===== config.mk =====
export PLATFORM = sky130hd
export DESIGN_NAME = fadc_capture
export DESIGN_NICKNAME = d
export VERILOG_FILES = /design/src/rtl/fadc_pkg.sv /design/src/rtl/sat_cnt16.sv /design/src/rtl/fadc_capture.sv
export SDC_FILE = /design/constraint.sdc
export NUM_CORES = 1
export LEC_CHECK = 0
export ABC_AREA = 1
export BUFFER_PORTS_ARGS = -buffer_cell sky130_fd_sc_hd__buf_2
export CORE_MARGIN = 2
export CORE_UTILIZATION = 35
export CTS_CLUSTER_DIAMETER = 120
export CTS_CLUSTER_SIZE = 10
export DETAILED_ROUTE_END_ITERATION = 10
export GPL_TIMING_DRIVEN = 0
export PLACE_DENSITY = 0.57
export SETUP_SLACK_MARGIN = 0.5
export SKIP_CTS_REPAIR_TIMING = 1
export SLEW_MARGIN = 20
export SYNTH_ARGS = -nofsm -noshare
export SYNTH_HDL_FRONTEND = slang
export SYNTH_SLANG_ARGS = --single-unit
export TNS_END_PERCENT = 5

===== constraint.sdc =====
create_clock -name CLK -period 2 [get_ports CLK]
set_input_delay 0.1 -clock CLK [delete_from_list [all_inputs] [get_ports CLK]]
set_output_delay 0.1 -clock CLK [all_outputs]
set_load 0.01 [all_outputs]

===== src/rtl/fadc_pkg.sv =====
`default_nettype none
// ============================================================================
//  Module   : fadc_pkg
//  Purpose  : Shared types and constants for the FADC capture path.
//             Provides the capture FSM state encoding, default bus widths,
//             the full-scale (saturation) code and buffer word layout.
//  Ports    : none (package)
//  Revision : 1.0  initial release
// ============================================================================
package fadc_pkg;

  localparam int ADC_W  = 10;
  localparam int ADDR_W = 8;
  localparam int DATA_W = 16;

  // Full-scale ADC code; a sample at this value is flagged as saturated.
  localparam logic [9:0] SAT_CODE = 10'h3FF;

  // Buffer word layout: {sat, zero pad, sample}.
  localparam int SAT_BIT = 15;

  localparam logic [15:0] CNT_MAX = 16'hFFFF;

  typedef enum logic [1:0] {
    ST_IDLE    = 2'd0,
    ST_DELAY   = 2'd1,
    ST_CAPTURE = 2'd2,
    ST_HOLD    = 2'd3
  } state_t;

endpackage
`default_nettype wire


===== src/rtl/sat_cnt16.sv =====
`default_nettype none
// ============================================================================
//  Module   : sat_cnt16
//  Purpose  : 16-bit counter that sticks at all-ones instead of wrapping.
//  Ports    : clk   - clock, rising edge
//             rst   - synchronous active-high reset (clears count)
//             clr   - synchronous clear
//             inc   - add one this cycle (ignored once saturated)
//             count - current count
//  Revision : 1.0  initial release
// ============================================================================
module sat_cnt16 (
  input  logic        clk,
  input  logic        rst,
  input  logic        clr,
  input  logic        inc,
  output logic [15:0] count
);
  import fadc_pkg::*;

  always_ff @(posedge clk) begin
    if (rst || clr) begin
      count <= '0;
    end else if (inc && (count != CNT_MAX)) begin
      count <= count + 16'd1;
    end
  end

endmodule
`default_nettype wire


===== src/rtl/fadc_capture.sv =====
`default_nettype none
// ============================================================================
//  Module   : fadc_capture
//  Purpose  : Writes one record of N_SAMPLES FADC samples into the sample
//             buffer after a launch and an optional programmable delay, then
//             holds the record until readout acknowledges it.
//  Ports    : CLK, RST     - clock / synchronous active-high reset
//             ENABLE       - capture enabled
//             LAUNCH       - launch request, one per high cycle
//             FADC_D       - ADC sample, valid every clock
//             DELAY        - clocks between launch and first sample
//             READ_DONE    - readout finished with the held record
//             wraddress    - buffer write address
//             data         - buffer write word {sat, 5'b0, sample}
//             wren         - buffer write enable
//             busy         - capture engine not idle
//             data_avail   - complete record held in the buffer
//             launch_lost  - saturating count of rejected launches
//  Revision : 1.0  initial release
// ============================================================================
module fadc_capture #(
  parameter int N_SAMPLES = 256,
  parameter int ADDR_W    = fadc_pkg::ADDR_W,
  parameter int ADC_W     = fadc_pkg::ADC_W
) (
  input  logic              CLK,
  input  logic              RST,
  input  logic              ENABLE,
  input  logic              LAUNCH,
  input  logic [ADC_W-1:0]  FADC_D,
  input  logic [7:0]        DELAY,
  input  logic              READ_DONE,
  output logic [ADDR_W-1:0] wraddress,
  output logic [15:0]       data,
  output logic              wren,
  output logic              busy,
  output logic              data_avail,
  output logic [15:0]       launch_lost
);
  import fadc_pkg::*;

  // One extra bit so the write count can reach N_SAMPLES without wrapping.
  localparam int CNT_W = ADDR_W + 1;

  state_t             r_state, w_state_n;
  logic [7:0]         r_dcnt, w_dcnt_n;
  logic [CNT_W-1:0]   r_cnt, w_cnt_n, w_slot;
  logic [ADDR_W-1:0]  w_addr_n;
  logic [15:0]        w_data_n, w_word;
  logic               w_wren_n, w_busy_n, w_avail_n;
  logic               w_emit, w_lost_inc;

  always_comb begin
    w_word          = '0;
    w_word[ADC_W-1:0] = FADC_D;
    w_word[SAT_BIT] = (FADC_D == ADC_W'(SAT_CODE));
  end

  always_comb begin
    w_state_n  = r_state;
    w_dcnt_n   = r_dcnt;
    w_cnt_n    = r_cnt;
    w_slot     = r_cnt;
    w_addr_n   = wraddress;
    w_data_n   = data;
    w_wren_n   = 1'b0;
    w_avail_n  = data_avail;
    w_emit     = 1'b0;
    w_lost_inc = LAUNCH && ENABLE && (r_state != ST_IDLE);

    case (r_state)
      ST_IDLE: begin
        if (ENABLE && LAUNCH) begin
          w_slot   = '0;
          w_cnt_n  = '0;
          w_addr_n = '0;
          if (DELAY == 8'd0) begin
            // Zero delay: the first write is issued on the launch edge.
            w_emit    = 1'b1;
            w_state_n = ST_CAPTURE;
          end else begin
            w_dcnt_n  = DELAY;
            w_state_n = ST_DELAY;
          end
        end
      end
      ST_DELAY: begin
        if (!ENABLE) begin
          w_state_n = ST_IDLE;
        end else begin
          w_dcnt_n = r_dcnt - 8'd1;
          if (r_dcnt == 8'd1) begin
            w_emit    = 1'b1;
            w_state_n = ST_CAPTURE;
          end
        end
      end
      ST_CAPTURE: begin
        if (!ENABLE) begin
          w_state_n = ST_IDLE;
        end else if (r_cnt == CNT_W'(N_SAMPLES)) begin
          w_state_n = ST_HOLD;
          w_avail_n = 1'b1;
        end else begin
          w_emit = 1'b1;
        end
      end
      ST_HOLD: begin
        if (READ_DONE) begin
          w_state_n = ST_IDLE;
          w_avail_n = 1'b0;
        end
      end
      default: begin
        w_state_n = ST_IDLE;
        w_avail_n = 1'b0;
      end
    endcase

    // w_slot is the index of the word being written on this edge.
    if (w_emit) begin
      w_wren_n = 1'b1;
      w_addr_n = w_slot[ADDR_W-1:0];
      w_data_n = w_word;
      w_cnt_n  = w_slot + CNT_W'(1);
    end

    w_busy_n = (w_state_n != ST_IDLE);
  end

  always_ff @(posedge CLK) begin
    if (RST) begin
      r_state    <= ST_IDLE;
      r_dcnt     <= '0;
      r_cnt      <= '0;
      wraddress  <= '0;
      data       <= '0;
      wren       <= 1'b0;
      busy       <= 1'b0;
      data_avail <= 1'b0;
    end else begin
      r_state    <= w_state_n;
      r_dcnt     <= w_dcnt_n;
      r_cnt      <= w_cnt_n;
      wraddress  <= w_addr_n;
      data       <= w_data_n;
      wren       <= w_wren_n;
      busy       <= w_busy_n;
      data_avail <= w_avail_n;
    end
  end

  sat_cnt16 u_lost_cnt (
    .clk   (CLK),
    .rst   (RST),
    .clr   (1'b0),
    .inc   (w_lost_inc),
    .count (launch_lost)
  );

endmodule
`default_nettype wire


======== Word-level counts from Yosys, hierarchy flattened ========
Index checks and enable logic that the tools add are counted.
word-level totals
  register bits ........................... 57
  bits of input ports ..................... 23
  output and inout port bits .............. 43
  logic and storage cells ................. 69
operators by class
  $add $sub $neg .......................... 3
  equal/unequal tests ..................... 13
  mux-type cells .......................... 30
  reduce and logical (&&, ||, !) cells .... 14
operators with widths
  cell                   number
  $mux 8                 6
  $mux 9                 3
  $add 16x1->16 const B  1
  $ne 16x16->1 const B   1
  $pmux 8 s2             1
  $mux 2                 7
  $ne 2x2->1 const B     6
  $reduce_bool 2->1      6
  $eq 10x10->1 const B   1
  $mux 1                 10
  $add 9x1->9 const B    1
  $eq 9x9->1 const B     1
  $eq 8x1->1 const B     1
  $logic_not 8->1        1
  $pmux 2 s4             1
  $reduce_and 4->1       2
  $sub 8x1->8 const B    1
  $eq 2x2->1 const B     2
  $logic_and 1x1->1      3
  $pmux 1 s3             1
  $eq 2x1->1 const B     1
  $logic_not 2->1        1
  $pmux 1 s2             1
  $reduce_and 2->1       1

======== Depth between registers and ports, before layout ========
Gate-level depths: netlist (run 1).
  depth after elaboration ................. 6
  mapped depth ............................ 14
  depth with buffers taken out ............ 13

======== By module ========
Synthesis (run 1) repeated with hierarchy kept, for this count alone.
unflattened totals
  cell total of the unflattened synthesis .. 483
  area total of the unflattened synthesis .. 3228.1 um^2
by module, submodules not included
  module        instances  cells an instance  area an instance (um^2)  sequential area each (um^2)
  fadc_capture  1          334                2277.2                   820.8
  sat_cnt16     1          149                950.9                    320.3

======== Worst setup path after synthesis (run 1) ========
OpenSTA, ideal clock, no wires.
  kind .................................... register to register
  start ................................... reg r_state[0]
  end ..................................... reg r_cnt[8]
  setup time .............................. 0.132 ns
  arrival time ............................ 1.843 ns
  data required time ...................... 1.868 ns
  path slack .............................. 0.025 ns
  stages on the path, launching flop included .. 15
  period minus slack after synthesis ...... 1.975 ns
  cells stage by stage .................... dfxtp_1 inv_1 ha_1 nand3_2 buf_2 nand2_1 inv_1 ha_1 nand4_1 inv_1 nand3_1 nand2_1 nand2_1 nand2_1 a21oi_1
between the ends
  longest elaborated chain between the ends .. 4
  elaborated cells on any way between the ends .. 7
RTL lines
  what                    line                 text
  start, declared         fadc_capture.sv:45   state_t r_state, w_state_n;
  start signal, assigned  fadc_capture.sv:142  r_state <= w_state_n;
  $logic_not 2->1         fadc_capture.sv:71   case (r_state)
  $mux 9                  fadc_capture.sv:71
  $add 9x1->9             fadc_capture.sv:125  w_cnt_n = w_slot + CNT_W'(1);
  $mux 9 *                fadc_capture.sv:121  if (w_emit) begin
  end signal, assigned    fadc_capture.sv:144  r_cnt <= w_cnt_n;
  end, declared           fadc_capture.sv:47   logic [CNT_W-1:0] r_cnt, w_cnt_n, w_slot;
Every way passes the cells marked *; elsewhere a longest branch is shown, timed or not.
A chain may end at the register's enable or synchronous reset.

======== Worst setup path after layout (run 1) ========
  start ................................... reg r_state[1]
  end ..................................... reg r_cnt[4]
The elaborated chain is that of the path after synthesis.

==> metrics.md, run 1 <==
| Metric | Value |
|---|---|
| # DRC | 0 |
| Outcome | completed |
| Area Growth Syn to Fin | 35.7% |
| Worst setup endpoint | r_cnt[4]$_SDFF_PP0_ |
| FFs w/ async S/R, synth | 0% |
| Number of global-route vias before repair | 3081 |
| Placed cells | 654 |
| Ports | 66 |
| Core area | 0.00876 mm^2 |
| Total CTS buffers | 9 |
| Int Power | 1940 uW |
| Minimum clock period | 1.82 ns |
| EDFF count, synth | 0 |
| Number of library cell types mapped by synthesis | 32 |
| DIE WIDTH | 99.3 um |
| Setup slack on the worst flop-to-flop path | 0.18 ns |
| Sequential area share after synthesis | 35.9% |
| CTS clock-pin slew for the worst setup and hold paths | 0.07 ns |
| R2r worst-path depth | 12 |
| Gpl congestion | 0.873 |
| Clock Tree Root | clkbuf_8 |
| Layout cells sized above 1 | 26.9% |
| Grt ovf | 0 |
| VDD IR-drop max | 0.312 mV |
| Wire per inst | 13.5 um |
| Cell Pwr Density | 632 mW/mm^2 |
| Crit path arrival time | 2.09 ns |
| Mapped Area | 0.00318 mm^2 |
| First-pass GRT wire length | 14200 um |
| Pin count of the biggest net entering global routing | 11 |
| # setup viols final | 0 |
| Synth area leader | dfxtp_1 |
| N_diodes | 0 |
| CP Launch Type | register |
| RSZ-0062 raised after global routing | yes |
| H-tree Lvls | 3 |
| Worst Path Required | 2.27 ns |
| Dpl ws | 0.0593 ns |
| Fmax | 0.549 GHz |
| Routed Antenna Nets | 0 |
| Clk buf depth | 2 |
| Pre-antenna DRT Iters | 4 |
| Leak | 0.00198 uW |
| Switching pwr | 786 uW |
| Worst Tran Pin Value | 0.612 ns |
| Skew final | 0.00917 ns |
| Row Count | 34 |
| Final max-slew violation count | 0 |
| Iter 0 DRT Violations | 163 |
| Layout Cells excl Fill | 698 |
| Cells after synthesis | 482 |
| CP Class | register to register |
| Syn_area_per_cell | 6.60 um^2 |
| Clk sinks | 57 |
| Via density | 4.89 |
| Post-DP HPWL | 6330 um |
| Die area | 0.00986 mm^2 |
| Via Count | 3416 |
| Setup TNS | 0 ns |
| Die extent in y | 99.3 um |
| Count leader, synth | nand2_1 |
| Reg-to-Reg End | r_cnt[4]$_SDFF_PP0_ |
| Ys flop type | dfxtp_1 |
| Total Wirelength | 9420 um |
| Origin of the critical flop-to-flop path | r_state[1]$_SDFF_PP0_ |
| Sw Share | 28.9% |
| Most instantiated cells after synthesis | nand2_1, dfxtp_1, inv_1 |
| Synth area leaders | dfxtp_1, nand2_1, nand3_1 |
| Sequential power share | 44.0% |
| Crit share post-route | 91.0% |
| Ys Warns | 0 |
| Critical path fanouts, max | 5 |
| Synth top area share | 35.9% |
| Min Hold Slack | 0.0112 ns |
| IO Port Bufs | 60 |
| Initial Utilization | 36.3% |
| Post-route setup slack | 0.179 ns |
| CP startpoint | r_state[1]$_SDFF_PP0_ |
| Total chip power | 2730 uW |
| Initial antenna violation count | 0 |
| Crit path capture type | register |
| Synth Register Bits | 57 |
| CTS tree | yes |
| Rel. slew slack | 59.2% |
| Total GRT Usage | 18.0% |
| Max Cap Viol | 0 |
| Class of the worst hold path | input pin to register |
| Hold Violations, Final | 0 |
| Layout Nets | 618 |
| Worst-skew pair later-pin latency | 0.34 ns |
| Comb power frac | 15.6% |
| Clock power share | 40.4% |
-- registers in the layout, indices dropped and copies added, names as in the netlist --
register,flops
wren,1
r_state,2
data,11
r_cnt,9
r_dcnt,8
wraddress,8
busy,1
data_avail,1
u_lost_cnt.count,16
-- cells in the final DEF (no fill, tap or decap), types with 2 or more instances in the layout --
cell / instances
a21oi_1: 37
a21oi_2: 3
buf_12: 2
buf_2: 61
buf_4: 33
buf_8: 3
clkbuf_1: 6
clkbuf_16: 3
clkbuf_8: 10
clkinv_2: 2
conb_1: 5
dfxtp_1: 53
dfxtp_4: 3
ha_1: 5
ha_4: 4
inv_1: 52
inv_2: 3
inv_4: 3
nand2_1: 106
nand2_2: 5
nand2_4: 5
nand3_1: 40
nand3_2: 5
nand4_1: 10
nor2_1: 50
nor2_2: 2
nor3_1: 11
nor3_2: 2
nor4_1: 2
o21ai_0: 32
o21ai_1: 7
o22ai_1: 2
xnor2_1: 4
xor2_1: 4
-- metrics by stage --
step                util, %  cell area [um^2]
finish                 49.2              4310
global route           49.2              4310
CTS                    44.2              3870
detailed placement     41.9              3680
global placement       41.9              3680
floorplan                 -              3240
-- metal layers --
layer / track usage [%] / wire length [um] / vias up
li1: - / - / 1770
met1: 22.7 / 4270 / 1537
met2: 29.0 / 4480 / 95
met3: 4.22 / 498 / 14
met4: 8.43 / 165 / 0
met5: 0 / 0 / -
-- cell families after synthesis --
logic type	Yosys count	synth area share [%]
XOR/XNOR	8	2.20
flip-flops	57	35.9
AND/OR/NAND/NOR	245	34.0
adder cells (fa/ha/maj)	9	3.54
AO/OA/AOI/OAI	83	13.3
buffers and inverters	79	10.9
other	1	0.118
-- worst min path at each step --
stage	startpoint	endpoint	slack (ns)	cells past startpoint
2_1_floorplan	RST	wren$_SDFF_PP0_	0.20	1
3_3_place_gp	FADC_D[6]	data[6]$_SDFFE_PP0P_	0.35	3
3_5_place_dp	FADC_D[6]	data[6]$_SDFFE_PP0P_	0.36	3
4_1_cts	FADC_D[6]	data[6]$_SDFFE_PP0P_	0.003	3
5_1_grt	FADC_D[4]	data[4]$_SDFFE_PP0P_	0.02	3
6_report	FADC_D[2]	data[2]$_SDFFE_PP0P_	0.01	3
-- cell type report --
cell class / instances / area (um^2)
inverters: 59 / 234
well taps: 108 / 135
plain buffers: 20 / 156
clock inverters: 5 / 56.3
clock buffers: 10 / 138
repair buffers: 89 / 583
flip-flops and latches: 57 / 1150
multi-input cells: 350 / 1860
fillers: 902 / 4450
-- power by group through the flow --
stage,combinational (uW),clock (uW),sequential (uW)
2_1_floorplan,247,0,1220
3_3_place_gp,354,0,1220
3_5_place_dp,360,0,1220
4_1_cts,363,1120,1200
5_1_grt,476,1170,1200
6_report,426,1100,1200
-- worst max-delay path, stage by stage, from the launching register on --
cell	delay (ns)
dfxtp_4	0.40
inv_4	0.05
ha_4	0.17
nand3_4	0.09
buf_8	0.13
nand2_4	0.05
inv_4	0.07
ha_4	0.13
nand4_1	0.13
buf_4	0.18
xor2_1	0.13
nand3_1	0.09
a21oi_1	0.14
Note: power is estimated with default switching activity, not from simulation.
==> run 2, diff against run 1 <==
--- a/config.mk
+++ b/config.mk
@@ -19,5 +19,6 @@
 export SLEW_MARGIN = 20
 export SYNTH_ARGS = -nofsm -noshare
 export SYNTH_HDL_FRONTEND = slang
+export SYNTH_HIERARCHICAL = 1
 export SYNTH_SLANG_ARGS = --single-unit
 export TNS_END_PERCENT = 5
==> run 2 against run 1 <==
Net effect:
- final cell count fell by 1.6%
- first-iteration DRC count fell by 44%
- hold slack improved by 0.016 ns
- combinational power rose by 45%
- area after synthesis rose by 1.5%
- die area rose by 1.5%
- non-clock buffer count fell by 19
- power rose by 4.0%
- highest routed layer unchanged
==> metrics.md, run 2 <==
| Metric | Value |
|---|---|
| Placed cells | 659 |
| Largest regs | u_lost_cnt/count (16), data (11), r_cnt (9) |
| Fmax | 0.542 GHz |
| Outcome | completed |
| Core area | 0.00911 mm^2 |
| Initial Utilization | 35.4% |
| Post-Synth Adder-Cell Area | 3.49% |
| N_diodes | 0 |
| Worst Path Required | 2.27 ns |
| Via Count | 3305 |
| Ys Warns | 6 |
| Crit share post-route | 92.2% |
| Clk buf depth | 2 |
| Xor/xnor share of the synthesized area | 0.814% |
| Iter 0 DRT Violations | 92 |
| Largest family of logic cells by synthesized area | simple AND/OR/NAND/NOR gates |
| Synth Register Bits | 57 |
| R2r worst-path depth | 12 |
| Ys flop type | dfxtp_1 |
| Origin of the critical flop-to-flop path | r_state[0]$_SDFF_PP0_ |
| Initial antenna violation count | 0 |
| Top Family by Delay on Critical Path | simple AND/OR/NAND/NOR gates |
| Post-synthesis compound-gate area fraction | 13.8% |
| # setup viols final | 0 |
| CP cell instances | inv_6 > ha_4 > nand3_4 > buf_8 > nand2_4 > inv_4 > ha_4 > nand2_4 > nor2_4 > xor2_1 > nand3_1 > a21oi_2 |
| Mux cell area share after synthesis | 0% |
| VDD IR-drop max | 0.319 mV |
| Synth top area share | 35.3% |
| Clk sinks | 57 |
| Most frequent cells in the layout | nand2_1, nor2_1, buf_2 |
| Worst-skew pair later-pin latency | 0.34 ns |
| Class of the worst hold path | input pin to register |
| Layout Nets | 603 |
| IO Port Bufs | 60 |
| Ports | 66 |
| Total GRT Usage | 17.6% |
| Largest register FFs | 16 |
| Worst setup endpoint | r_cnt[4]$_SDFF_PP0_ |
| Slowest CP cell | dfxtp_4 |
| Cell Pwr Density | 690 mW/mm^2 |
| Minimum clock period | 1.84 ns |
| Rel. slew slack | 56.8% |
| Cells after synthesis | 483 |
| Final max-slew violation count | 0 |
| Most instantiated cells after synthesis | nand2_1, nor2_1, dfxtp_1 |
| Number of global-route vias before repair | 3091 |
| Reg-to-Reg End | r_cnt[4]$_SDFF_PP0_ |
| EDFF count, synth | 0 |
| Setup slack on the worst flop-to-flop path | 0.16 ns |
| Critical path fanouts, max | 7 |
| Pre-antenna DRT Iters | 4 |
| CTS tree | yes |
| Critical Path Max Stage Delay | 0.38 ns |
| Row Count | 35 |
| First-pass GRT wire length | 14000 um |
| Hold Startpoint | FADC_D[3] |
| Number of library cell types mapped by synthesis | 33 |
| DIE WIDTH | 100 um |
| Gpl congestion | 0.834 |
| Post-DP HPWL | 6170 um |
| Via density | 4.81 |
| Clock Tree Root | clkbuf_8 |
| Stages on the worst setup path | 12 |
| Hold Violations, Final | 0 |
| Mapped Area | 0.00323 mm^2 |
| Synth area leader | dfxtp_1 |
| WP buf/inv | 3 |
| Grt ovf | 0 |
| Max Cap Viol | 0 |
| Synth area leaders | dfxtp_1, nand2_1, nor2_1 |
| Leak | 0.00183 uW |
| Worst Tran Pin Value | 0.649 ns |
| CP Class | register to register |
| Post-Synth Simple-Gate Area | 36.6% |
| Crit path arrival time | 2.12 ns |
| Wire per inst | 12.6 um |
| CP startpoint | r_state[0]$_SDFF_PP0_ |
| CTS clock-pin slew for the worst setup and hold paths | 0.08 ns |
| Total Wirelength | 8680 um |
| Syn_area_per_cell | 6.68 um^2 |
| Sequential area share after synthesis | 35.3% |
| Area Growth Syn to Fin | 27.2% |
| Die extent in y | 100 um |
| Pin count of the biggest net entering global routing | 12 |
| RSZ-0062 raised after global routing | yes |
| Crit path capture type | register |
| Largest register by flop count | u_lost_cnt/count |
| FFs w/ async S/R, synth | 0% |
| Layout cells sized above 1 | 26.7% |
| Layout Cells excl Fill | 687 |
| Skew final | 0.0108 ns |
| Count leader, synth | nand2_1 |
| Total CTS buffers | 9 |
| Die area | 0.0100 mm^2 |
| Setup TNS | 0 ns |
| H-tree Lvls | 3 |
| Routed Antenna Nets | 0 |
| Most common cell after layout, fill and taps aside | nand2_1 |
| # DRC | 0 |
| CP Launch Type | register |
run 2: cell types whose count changed after synthesis, sizes merged, moves of 3 or more:
cell,delta
o21ai,-4
nor3,-8
nor2,+28
nand4,+3
inv,-9
nand2,-4
nand3,+4
xnor2,-3
run 2: per-stage QoR:
step | power, uW | hold WS, ns | worst slack (ns) | instance area (um^2) | util, %
2_1_floorplan | 1670 | 0.179 | 0.330 | 3310 | -
3_3_place_gp | 1820 | 0.369 | 0.0699 | 3750 | 41.2
3_5_place_dp | 1830 | 0.378 | 0.0647 | 3750 | 41.2
4_1_cts | 2800 | 0.00874 | 0.0526 | 3920 | 43.1
5_1_grt | 3010 | 0.0361 | 0.0273 | 4110 | 45.1
6_report | 2830 | 0.0269 | 0.156 | 4110 | 45.1
run 2: cell families after synthesis:
family	after synthesis
simple gates	264
fa+ha+maj	9
buf+inv	69
other cells	1
compound gates	80
xor+xnor	3
flops	57
run 2: layer usage:
layer | track usage [%] | vias up | share of wire [%]
met5 | 0 | - | 0
li1 | - | 1740 | -
met3 | 5.15 | 9 | 5.2
met1 | 21.5 | 1486 | 44
met2 | 29.8 | 70 | 49
met4 | 5.37 | 0 | 0.89
run 2: worst min path at each step:
| stage | slack [ns] | endpoint | cells after the start |
|---|---|---|---|
| 6_report | 0.03 | data[3]$_SDFFE_PP0P_ | 3 |
| 5_1_grt | 0.04 | data[8]$_SDFFE_PP0P_ | 3 |
| 4_1_cts | 0.009 | data[8]$_SDFFE_PP0P_ | 3 |
| 3_5_place_dp | 0.38 | data[8]$_SDFFE_PP0P_ | 3 |
| 3_3_place_gp | 0.37 | data[5]$_SDFFE_PP0P_ | 3 |
| 2_1_floorplan | 0.18 | wren$_SDFF_PP0_ | 1 |
run 2: worst reg2reg max path: stages, from the launching register on:
cell,delay [ns]
dfxtp_4,0.38
inv_6,0.05
ha_4,0.18
nand3_4,0.12
buf_8,0.14
nand2_4,0.06
inv_4,0.06
ha_4,0.15
nand2_4,0.06
nor2_4,0.19
xor2_1,0.17
nand3_1,0.11
a21oi_2,0.12
run 2: where the power goes:
part / leakage [uW] / total [uW] / internal, uW / switching, uW
combinational: 0.00128 / 619 / 242 / 377
sequential: 0.000463 / 1250 / 1200 / 56.1
clock: 0.0000850 / 961 / 446 / 515
run 2: cell type report:
class,count,area (um^2)
Clock buffer,9,124
Inverter,51,201
Sequential cell,57,1150
Tap cell,111,139
Multi-Input combinational cell,362,1910
Fill cell,974,5000
Buffer,18,148
Timing Repair Buffer,72,388
Clock inverter,7,47.5
==> run 3, diff against run 2 <==
--- a/config.mk
+++ b/config.mk
@@ -13,7 +13,7 @@
 export CTS_CLUSTER_SIZE = 10
 export DETAILED_ROUTE_END_ITERATION = 10
 export GPL_TIMING_DRIVEN = 0
-export PLACE_DENSITY = 0.57
+export PLACE_DENSITY = 0.53
 export SETUP_SLACK_MARGIN = 0.5
 export SKIP_CTS_REPAIR_TIMING = 1
 export SLEW_MARGIN = 20
==> run 3 against run 2 <==
Net effect:
- largest power group is now the clock network
- flip-flop and latch count unchanged
- design area about the same
- clock skew increased by 0.0059 ns
==> metrics.md, run 3 (synthesis gave the netlist of run 2 again) <==
| Metric | Value |
|---|---|
| H-tree Lvls | 3 |
| Fmax | 0.540 GHz |
| RSZ-0062 raised after global routing | yes |
| Largest register by flop count | u_lost_cnt/count |
| Most frequent cells in the layout | nand2_1, nor2_1, buf_2 |
| Area Growth Syn to Fin | 27.2% |
| Pin count of the biggest net entering global routing | 11 |
| Leak | 0.00184 uW |
| Core area | 0.00911 mm^2 |
| Hold Violations, Final | 0 |
| # DRC | 0 |
| Layout Nets | 601 |
| Crit path arrival time | 2.13 ns |
| IO Port Bufs | 60 |
| Worst Hold Path Cells | 3 |
| Ports | 66 |
| Final max-slew violation count | 0 |
| Pre-antenna DRT Iters | 5 |
| Clk sinks | 57 |
| Largest regs | u_lost_cnt/count (16), data (11), r_cnt (9) |
| Worst Path Required | 2.28 ns |
| CP Class | register to register |
| Worst-skew pair later-pin latency | 0.35 ns |
| Critical path fanouts, max | 7 |
| Minimum clock period | 1.85 ns |
| DIE WIDTH | 100 um |
| Sequential power share | 39.3% |
| N_diodes | 0 |
| Post-route setup slack | 0.150 ns |
| Reg-to-Reg End | r_cnt[4]$_SDFF_PP0_ |
| Worst Tran Pin Value | 0.718 ns |
| Total chip power | 3190 uW |
| Wire per inst | 12.6 um |
| CTS clock-pin slew for the worst setup and hold paths | 0.08 ns |
| Origin of the critical flop-to-flop path | r_state[0]$_SDFF_PP0_ |
| Worst setup endpoint | r_cnt[4]$_SDFF_PP0_ |
| Total GRT Usage | 17.4% |
| VDD IR-drop max | 0.479 mV |
| Most common cell after layout, fill and taps aside | nand2_1 |
| CTS tree | yes |
| CP Launch Type | register |
| Die area | 0.0100 mm^2 |
| Dpl ws | 0.0720 ns |
| CP startpoint | r_state[0]$_SDFF_PP0_ |
| Skew final | 0.0167 ns |
| Die extent in y | 100 um |
| Crit share post-route | 92.5% |
| Rel. slew slack | 52.1% |
| Clock Tree Root | clkbuf_8 |
| Switching pwr | 912 uW |
| Class of the worst hold path | input pin to register |
| Via density | 4.85 |
| Gpl congestion | 0.809 |
| Min Hold Slack | 0.0312 ns |
| R2r worst-path depth | 12 |
| Outcome | completed |
| Crit path capture type | register |
| Sw Share | 28.6% |
| Grt ovf | 0 |
| Iter 0 DRT Violations | 143 |
| Largest register FFs | 16 |
| Total CTS buffers | 9 |
| Routed Antenna Nets | 0 |
| Row Count | 35 |
| Post-DP HPWL | 6230 um |
| Layout cells sized above 1 | 25.1% |
| Setup slack on the worst flop-to-flop path | 0.15 ns |
| Clk buf depth | 2 |
| Initial antenna violation count | 0 |
| Number of global-route vias before repair | 2904 |
| Clock power share | 42.5% |
| # setup viols final | 0 |
| Max Cap Viol | 0 |
| Setup TNS | 0 ns |
| Total Wirelength | 8620 um |
| Initial Utilization | 35.4% |
| Comb power frac | 18.3% |
| First-pass GRT wire length | 13800 um |
| Int Power | 2280 uW |
| Cell Pwr Density | 777 mW/mm^2 |
| Via Count | 3320 |
## run 3: worst min path at each step
stage | startpoint | slack [ns] | end
6_report | FADC_D[4] | 0.03 | data[4]$_SDFFE_PP0P_
5_1_grt | FADC_D[4] | 0.02 | data[4]$_SDFFE_PP0P_
4_1_cts | FADC_D[4] | 0.02 | data[4]$_SDFFE_PP0P_
3_5_place_dp | FADC_D[4] | 0.39 | data[4]$_SDFFE_PP0P_
3_3_place_gp | FADC_D[4] | 0.37 | data[4]$_SDFFE_PP0P_
2_1_floorplan | RST | 0.18 | wren$_SDFF_PP0_
## run 3: power groups by stage
stage / Sequential [uW] / Combinational [uW] / Clock, uW
detailed placement: 1280 / 551 / 0
floorplan: 1280 / 396 / 0
global route: 1260 / 665 / 1440
global placement: 1280 / 547 / 0
finish: 1250 / 583 / 1360
CTS: 1250 / 553 / 1390
## run 3: routing by layer
layer	track usage (%)	routed length, um	up-vias
li1	-	-	1729
met1	23.1	4110	1494
met2	28.3	4040	89
met3	4.67	397	8
met4	4.11	70	0
met5	0	0	-
## run 3: final cells by class
cell class                      instances  area, um^2
Buffer                                 18         134
Clock buffer                           11         141
Clock inverter                          5         103
Fill cell                             984        5000
Inverter                               51         199
Multi-Input combinational cell        362        1870
Sequential cell                        57        1150
Tap cell                              111         139
Timing Repair Buffer                   70         375
## run 3: critical path: stages (launching register included)
cell     delay [ns]
dfxtp_4        0.38
inv_4          0.06
ha_4           0.18
nand3_4        0.12
buf_8          0.13
nand2_4        0.05
inv_4          0.06
ha_4           0.15
nand2_4        0.06
nor2_4         0.19
xor2_1         0.17
nand3_1        0.10
a21oi_2        0.15
## run 3: per-stage QoR
| stage | util, % | instances | area [um^2] |
|---|---|---|---|
| floorplan | - | 488 | 3310 |
| global placement | 41.2 | 659 | 3750 |
| detailed placement | 41.2 | 659 | 3750 |
| CTS | 43.9 | 675 | 4000 |
| global route | 45.1 | 685 | 4110 |
| finish | 45.1 | 685 | 4110 |
